**config.mk**
```make
export PLATFORM = sky130hd
export DESIGN_NAME = four_bit_adder
export DESIGN_NICKNAME = d
export VERILOG_FILES = /design/src/rtl/four_bit_adder.sv
export SDC_FILE = /design/constraint.sdc
export NUM_CORES = 1
export LEC_CHECK = 0
export ABC_AREA = 0
export CAP_MARGIN = 10
export CORE_AREA = 2 2 39 41
export DETAILED_ROUTE_END_ITERATION = 6
export DIE_AREA = 0 0 41 43
export GPL_ROUTABILITY_DRIVEN = 0
export PLACE_DENSITY = 0.48
export SLEW_MARGIN = 20
export SYNTH_ARGS = -nofsm -noshare
export SYNTH_HDL_FRONTEND = slang
export SYNTH_SLANG_ARGS = --single-unit
```
**constraint.sdc**
```tcl
create_clock -name clk -period 1.95 [get_ports clk]
set_input_delay 0.2925 -clock clk [delete_from_list [all_inputs] [get_ports clk]]
set_output_delay 0.2925 -clock clk [all_outputs]
set_load 0.005 [all_outputs]
```
**src/rtl/four_bit_adder.sv**
```systemverilog
// Registered ripple-carry adder: a chain of WIDTH full-adder cells feeding
// the sum/carry-out flops. Operands and sum are indexed [WIDTH:1], bit 1 LSB.

// Single-bit full-adder cell; the carry out is written in generate/propagate
// form so the ripple path is easy to follow in a netlist or waveform.
module fa_cell (
  input  logic a_i,
  input  logic b_i,
  input  logic c_i,
  output logic s_o,
  output logic c_o
);

  logic p;

  assign p   = a_i ^ b_i;
  assign s_o = p ^ c_i;
  assign c_o = (a_i & b_i) | (c_i & p);

endmodule

module four_bit_adder #(
  parameter int WIDTH = 4
) (
  input  logic             clk,
  input  logic             rst,
  input  logic [WIDTH:1]   a,
  input  logic [WIDTH:1]   b,
  input  logic             cin,
  output logic [WIDTH:1]   sum,
  output logic             cout
);

  // carry[i] is the carry into cell i; carry[WIDTH+1] is the final carry-out.
  logic [WIDTH+1:1] carry;
  logic [WIDTH:1]   sum_d;
  logic             cout_d;
  logic [WIDTH:1]   sum_q;
  logic             cout_q;

  assign carry[1] = cin;

  // Ripple chain: each cell consumes the previous cell's carry.
  for (genvar i = 1; i <= WIDTH; i++) begin : g_cell
    fa_cell u_fa (
      .a_i (a[i]),
      .b_i (b[i]),
      .c_i (carry[i]),
      .s_o (sum_d[i]),
      .c_o (carry[i+1])
    );
  end

  assign cout_d = carry[WIDTH+1];

  // Output registers: synchronous reset has priority, otherwise load every edge.
  // NOTE: non-blocking assignments keep all flops sampling pre-edge values.
  always_ff @(posedge clk) begin
    if (rst) begin
      sum_q  <= '0;
      cout_q <= 1'b0;
    end else begin
      sum_q  <= sum_d;
      cout_q <= cout_d;
    end
  end

  assign sum  = sum_q;
  assign cout = cout_q;

endmodule

```
### Yosys cells after proc, flatten, opt, wreduce, memory -nomap -nowiden

Index checks and enable logic that the tools add are counted.

| operators by class | value |
|---|---|
| bitwise logic cells | 20 |

Operators by type and width:

| kind | count |
|---|---|
| AND 1 bit | 8 |
| bitwise XOR 1 bit | 8 |
| OR 1 bit | 4 |

| storage, ports and cells | value |
|---|---|
| flip-flop bits (word level) | 5 |
| output and inout bits | 5 |
| input port bits | 11 |
| logic and storage cells | 22 |

### Longest topological paths before layout

| depth | value |
|---|---|
| word-level depth | 9 |
| mapped depth | 8 |
| gate-level depth less buffers | 8 |

### Modules after synthesis

Synthesis repeated with hierarchy kept, for this count alone.

| unflattened totals | value |
|---|---|
| cell total of the unflattened synthesis | 14 |
| area total of the unflattened synthesis | 211.5 µm² |

By module, submodules not included:

| module | cells an instance | sequential area each (µm²) | area each (µm²) | instances |
|---|---|---|---|---|
| four_bit_adder | 10 | 100.1 | 131.4 | 1 |
| fa_cell | 1 | 0.0 | 20.0 | 4 |

### Worst setup path after synthesis

No wires, ideal clock.

| timing | value |
|---|---|
| kind | input to register |
| start point | in a[1] (netlist name) |
| end point | reg sum_q (netlist bit sum[4]) |
| slack | 0.076 ns |
| stages | 8 |
| buffers on the path | 0 |
| data required time | 1.886 ns |
| arrival | 1.809 ns |
| setup time | 0.064 ns |
| cell sequence | inv_1 fa_1 inv_1 fa_1 fa_1 inv_1 fa_1 nor2_1 |

| between the ends | value |
|---|---|
| word-level cells in the longest chain between the ends | 8 |
| elaborated cells between the ends (all ways) | 9 |
| those cells by class | bitwise (9) |

RTL lines:

| what | RTL line | RTL |
|---|---|---|
| start, declared | 27 | `input logic [WIDTH:1] a,` |
| bitwise XOR 1 bit | 16 | `assign p = a_i ^ b_i;` |
| AND 1 bit | 18 | `assign c_o = (a_i & b_i) \| (c_i & p);` |
| OR 1 bit * | 18 |  |
| AND 1 bit * | 18 |  |
| OR 1 bit * | 18 |  |
| AND 1 bit * | 18 |  |
| OR 1 bit * | 18 |  |
| bitwise XOR 1 bit * | 17 | `assign s_o = p ^ c_i;` |
| end signal, assigned | 63 | `sum_q <= sum_d;` |
| end, declared | 38 | `logic [WIDTH:1] sum_q;` |

Mark *: on every way between the ends. The rest lies on a longest branch, timed or not.
A chain may end at the register's enable or synchronous reset.

### Worst setup path after layout

| timing | value |
|---|---|
| start point | in cin |
| end point | reg sum_q (netlist bit sum[4]) |

| between the ends | value |
|---|---|
| word-level cells in the longest chain between the ends | 7 |

RTL lines:

| what | RTL line | RTL |
|---|---|---|
| start, declared | 29 | `input logic cin,` |
| AND 1 bit | 18 |  |
| OR 1 bit | 18 |  |
| AND 1 bit | 18 |  |
| OR 1 bit | 18 |  |
| AND 1 bit | 18 |  |
| OR 1 bit | 18 |  |
| bitwise XOR 1 bit | 17 |  |

Every way passes these cells.

==> metrics.txt <==
Synth Area in XOR/XNOR=0; Unique masters post-synth=5; CTS sink count=5; sequential fraction of the synthesis area=0.435; FF+latch count, synth=5; Mapped Cells=21; hold path depth=4; Main synth FF type=dfxtp_1; worst-case clock buffer depth=2; most frequent cells after synthesis=inv_1, dfxtp_1, fa_1, nor2_1, nor2b_1; largest family of logic cells by synthesized area=adder cells; initial antenna violation count=0; fillers=148; H-tree Lvls=1; Critical Path, Cell by Cell=dlygate4sd2_1 -> inv_2 -> fa_2 -> inv_2 -> fa_2 -> fa_2 -> inv_2 -> fa_1 -> nor2_1; Avg Cell Area, Syn=roughly 11 µm²; CTS tree=done; root buffer cell=clkbuf_4; DR DRC count=0; Mapped Area=between 200 and 250 µm²; PD cells=710 nW/µm²; Switching Fraction=0.218; starting density of the core=0.166; Max Freq=approximately 0.54 GHz; I/O Pins=16; Slew Limit Fails=0; first-pass GRT wire length=634 µm; Max VDD drop=0.156 mV; Worst Hold Path EP=sum[1]; Hold WC Path Type=input port to register; Synth area leader=dfxtp_1; Rel. slew slack=0.893; final net count=56; first drt pass iteration count=1; CTS Buf Count=3; Setup-failing EPs final=0; adder-cell area share of the yosys netlist=0.348; largest net degree at the start of global routing=6; RSZ-0062 raised after global routing=no; Area contributors post-synth=dfxtp_1, fa_1, inv_1; CP Launch Type=input port; post-route clock period utilization=0.950; Least-Margin Pin Slew=160 ps; via count of the first global-routing pass=between 150 and 200; Async S/R FF share, synth=0; Post-CTS Repair Setup Buffers=0; number of flops mapped to enable cells by yosys=0; Die ar.=approximately 1800 µm²; Mapped Nets=36; post-DP HPWL=325 µm; Routed Antenna Nets=0; status=completed; hold path start=b[1]; fin crit period=1850 ps; core area=1380 µm²; Die H=roughly 43 µm; Leakage=0.000187 µW; Cell Int Power=~240 µW; highest-delay cell along the critical path=fa_1; area of the multi-input gates=around 110 µm²; Synth Area in Compound Gates=0; Worst EP arrival=between 2000 and 2500 ps; Req. time, crit path=2130 ps; gr ovfl total=0; initial drt markers=0; clk slew on worst S/H paths=40 ps; Worst Setup End Kind=register; top-area cell type share of the netlist area=0.435; crit-path max cell delay=~400 ps; max-capacitance violation count=0; die width=about 40 µm; synth warn=0; combinational fraction of design power=0.233; total wire length=about 370 µm; simple-gate area share of the yosys netlist=0.103; setup TNS=0 ps; Final Util=0.311; CP Class=input port to register; Switching Power=~67 µW; Port Buffer Count=15; Ant. Diodes=0; post-synthesis mux area share=0; fraction of layout cells with a size suffix above 1=0.275; Fin. Hold Viols=0; Sequential cell area=100 µm²; part of the power in the clock network=0.385; worst-path maximum fanout=1; Total Routing Usage GR=0.0608; Site Rows=14; routed length per instance=between 6 and 7 µm; via count=between 150 and 200; Via density=approximately 3.2; most frequent cell after synthesis=inv_1; synth-to-layout area growth=87.0%; hold_buf cts=0; Flop pwr share=0.382
[per-layer routing]
| metal | track usage | vias to the layer above | routed length [µm] |
|---|---|---|---|
| met5 | 0 | - | 0 |
| met4 | 0.100 | 0 | 26 |
| met3 | 0.0157 | 4 | 55 |
| met2 | 0.0688 | 12 | 163 |
| met1 | 0.0662 | 71 | 120 |
| li1 | - | 93 | - |
[critical path: cells and delay by family]
kind,cells,cell delay (ps)
buf+inv,4,400
fa+ha+maj,4,1260
simple gates,1,80
[layout make-up]
cell class | instances | share of cell area
Multi-Input combinational cell | 9 | 0.259
Tap cell | 16 | 0.0465
Clock buffer | 4 | 0.0610
Timing Repair Buffer | 15 | 0.340
Inverter | 7 | 0.0610
Sequential cell | 5 | 0.233
[worst max path at each step]
stage / startpoint / end / slack (ps) / depth (start not counted)
final: cin / sum[4] / 100 / 9
after global routing: a[1] / sum[4] / 10 / 9
after CTS: cin / sum[4] / 20 / 9
after detailed placement: a[1] / sum[4] / -410 / 9
after global placement: a[1] / sum[4] / -380 / 9
after floorplan: a[1] / sum[4] / 80 / 8
[logic make-up after synthesis]
logic type / Yosys count
buffers and inverters: 7
adders and majority gates: 4
and+or+nand+nor: 5
DFF: 5
[power by group through the flow]
stage          Sequential [µW]  Combinational [µW]  Clock [µW]
3_5_place_dp               119                71.5           0
2_1_floorplan              121                20.5           0
5_1_grt                    117                82.1         126
6_report                   117                71.3         118
4_1_cts                    117                73.5         125
3_3_place_gp               118                70.3           0
[flip-flops by register name, summed over array words and instances (netlist names)]
register	cells
sum	4
cout	1
[cells in the final DEF, fill, tap and decap left out]
master / instances
clkdlybuf4s50_1: 12
inv_2: 5
dfxtp_1: 5
nor2_1: 3
fa_2: 3
clkbuf_4: 3
dlygate4sd2_1: 3
inv_1: 2
nor2b_1: 2
fa_1: 1
clkbuf_1: 1
[repair_timing]
action | in CTS | in global routing
pin swaps | 5 | 4
hold endpoints to repair | 0 | 0
cloned | 0 | 0
gates resized for setup | 11 | 0
setup endpoints to repair | 1 | 1
[per-stage QoR]
| stage | area, µm² | cells | hold WS (ps) | setup slack [ps] | total power, µW |
|---|---|---|---|---|---|
| 3_5_place_dp | 400 | 52 | 928 | -414 | 190 |
| 3_3_place_gp | 400 | 52 | 927 | -382 | 189 |
| 2_1_floorplan | 230 | 21 | 359 | 76.3 | 141 |
| 4_1_cts | 430 | 56 | 587 | 23.4 | 315 |
| 6_report | 430 | 56 | 595 | 98.4 | 306 |
| 5_1_grt | 430 | 56 | 606 | 12.1 | 326 |
No activity file was read; power rests on OpenSTA's default activity.
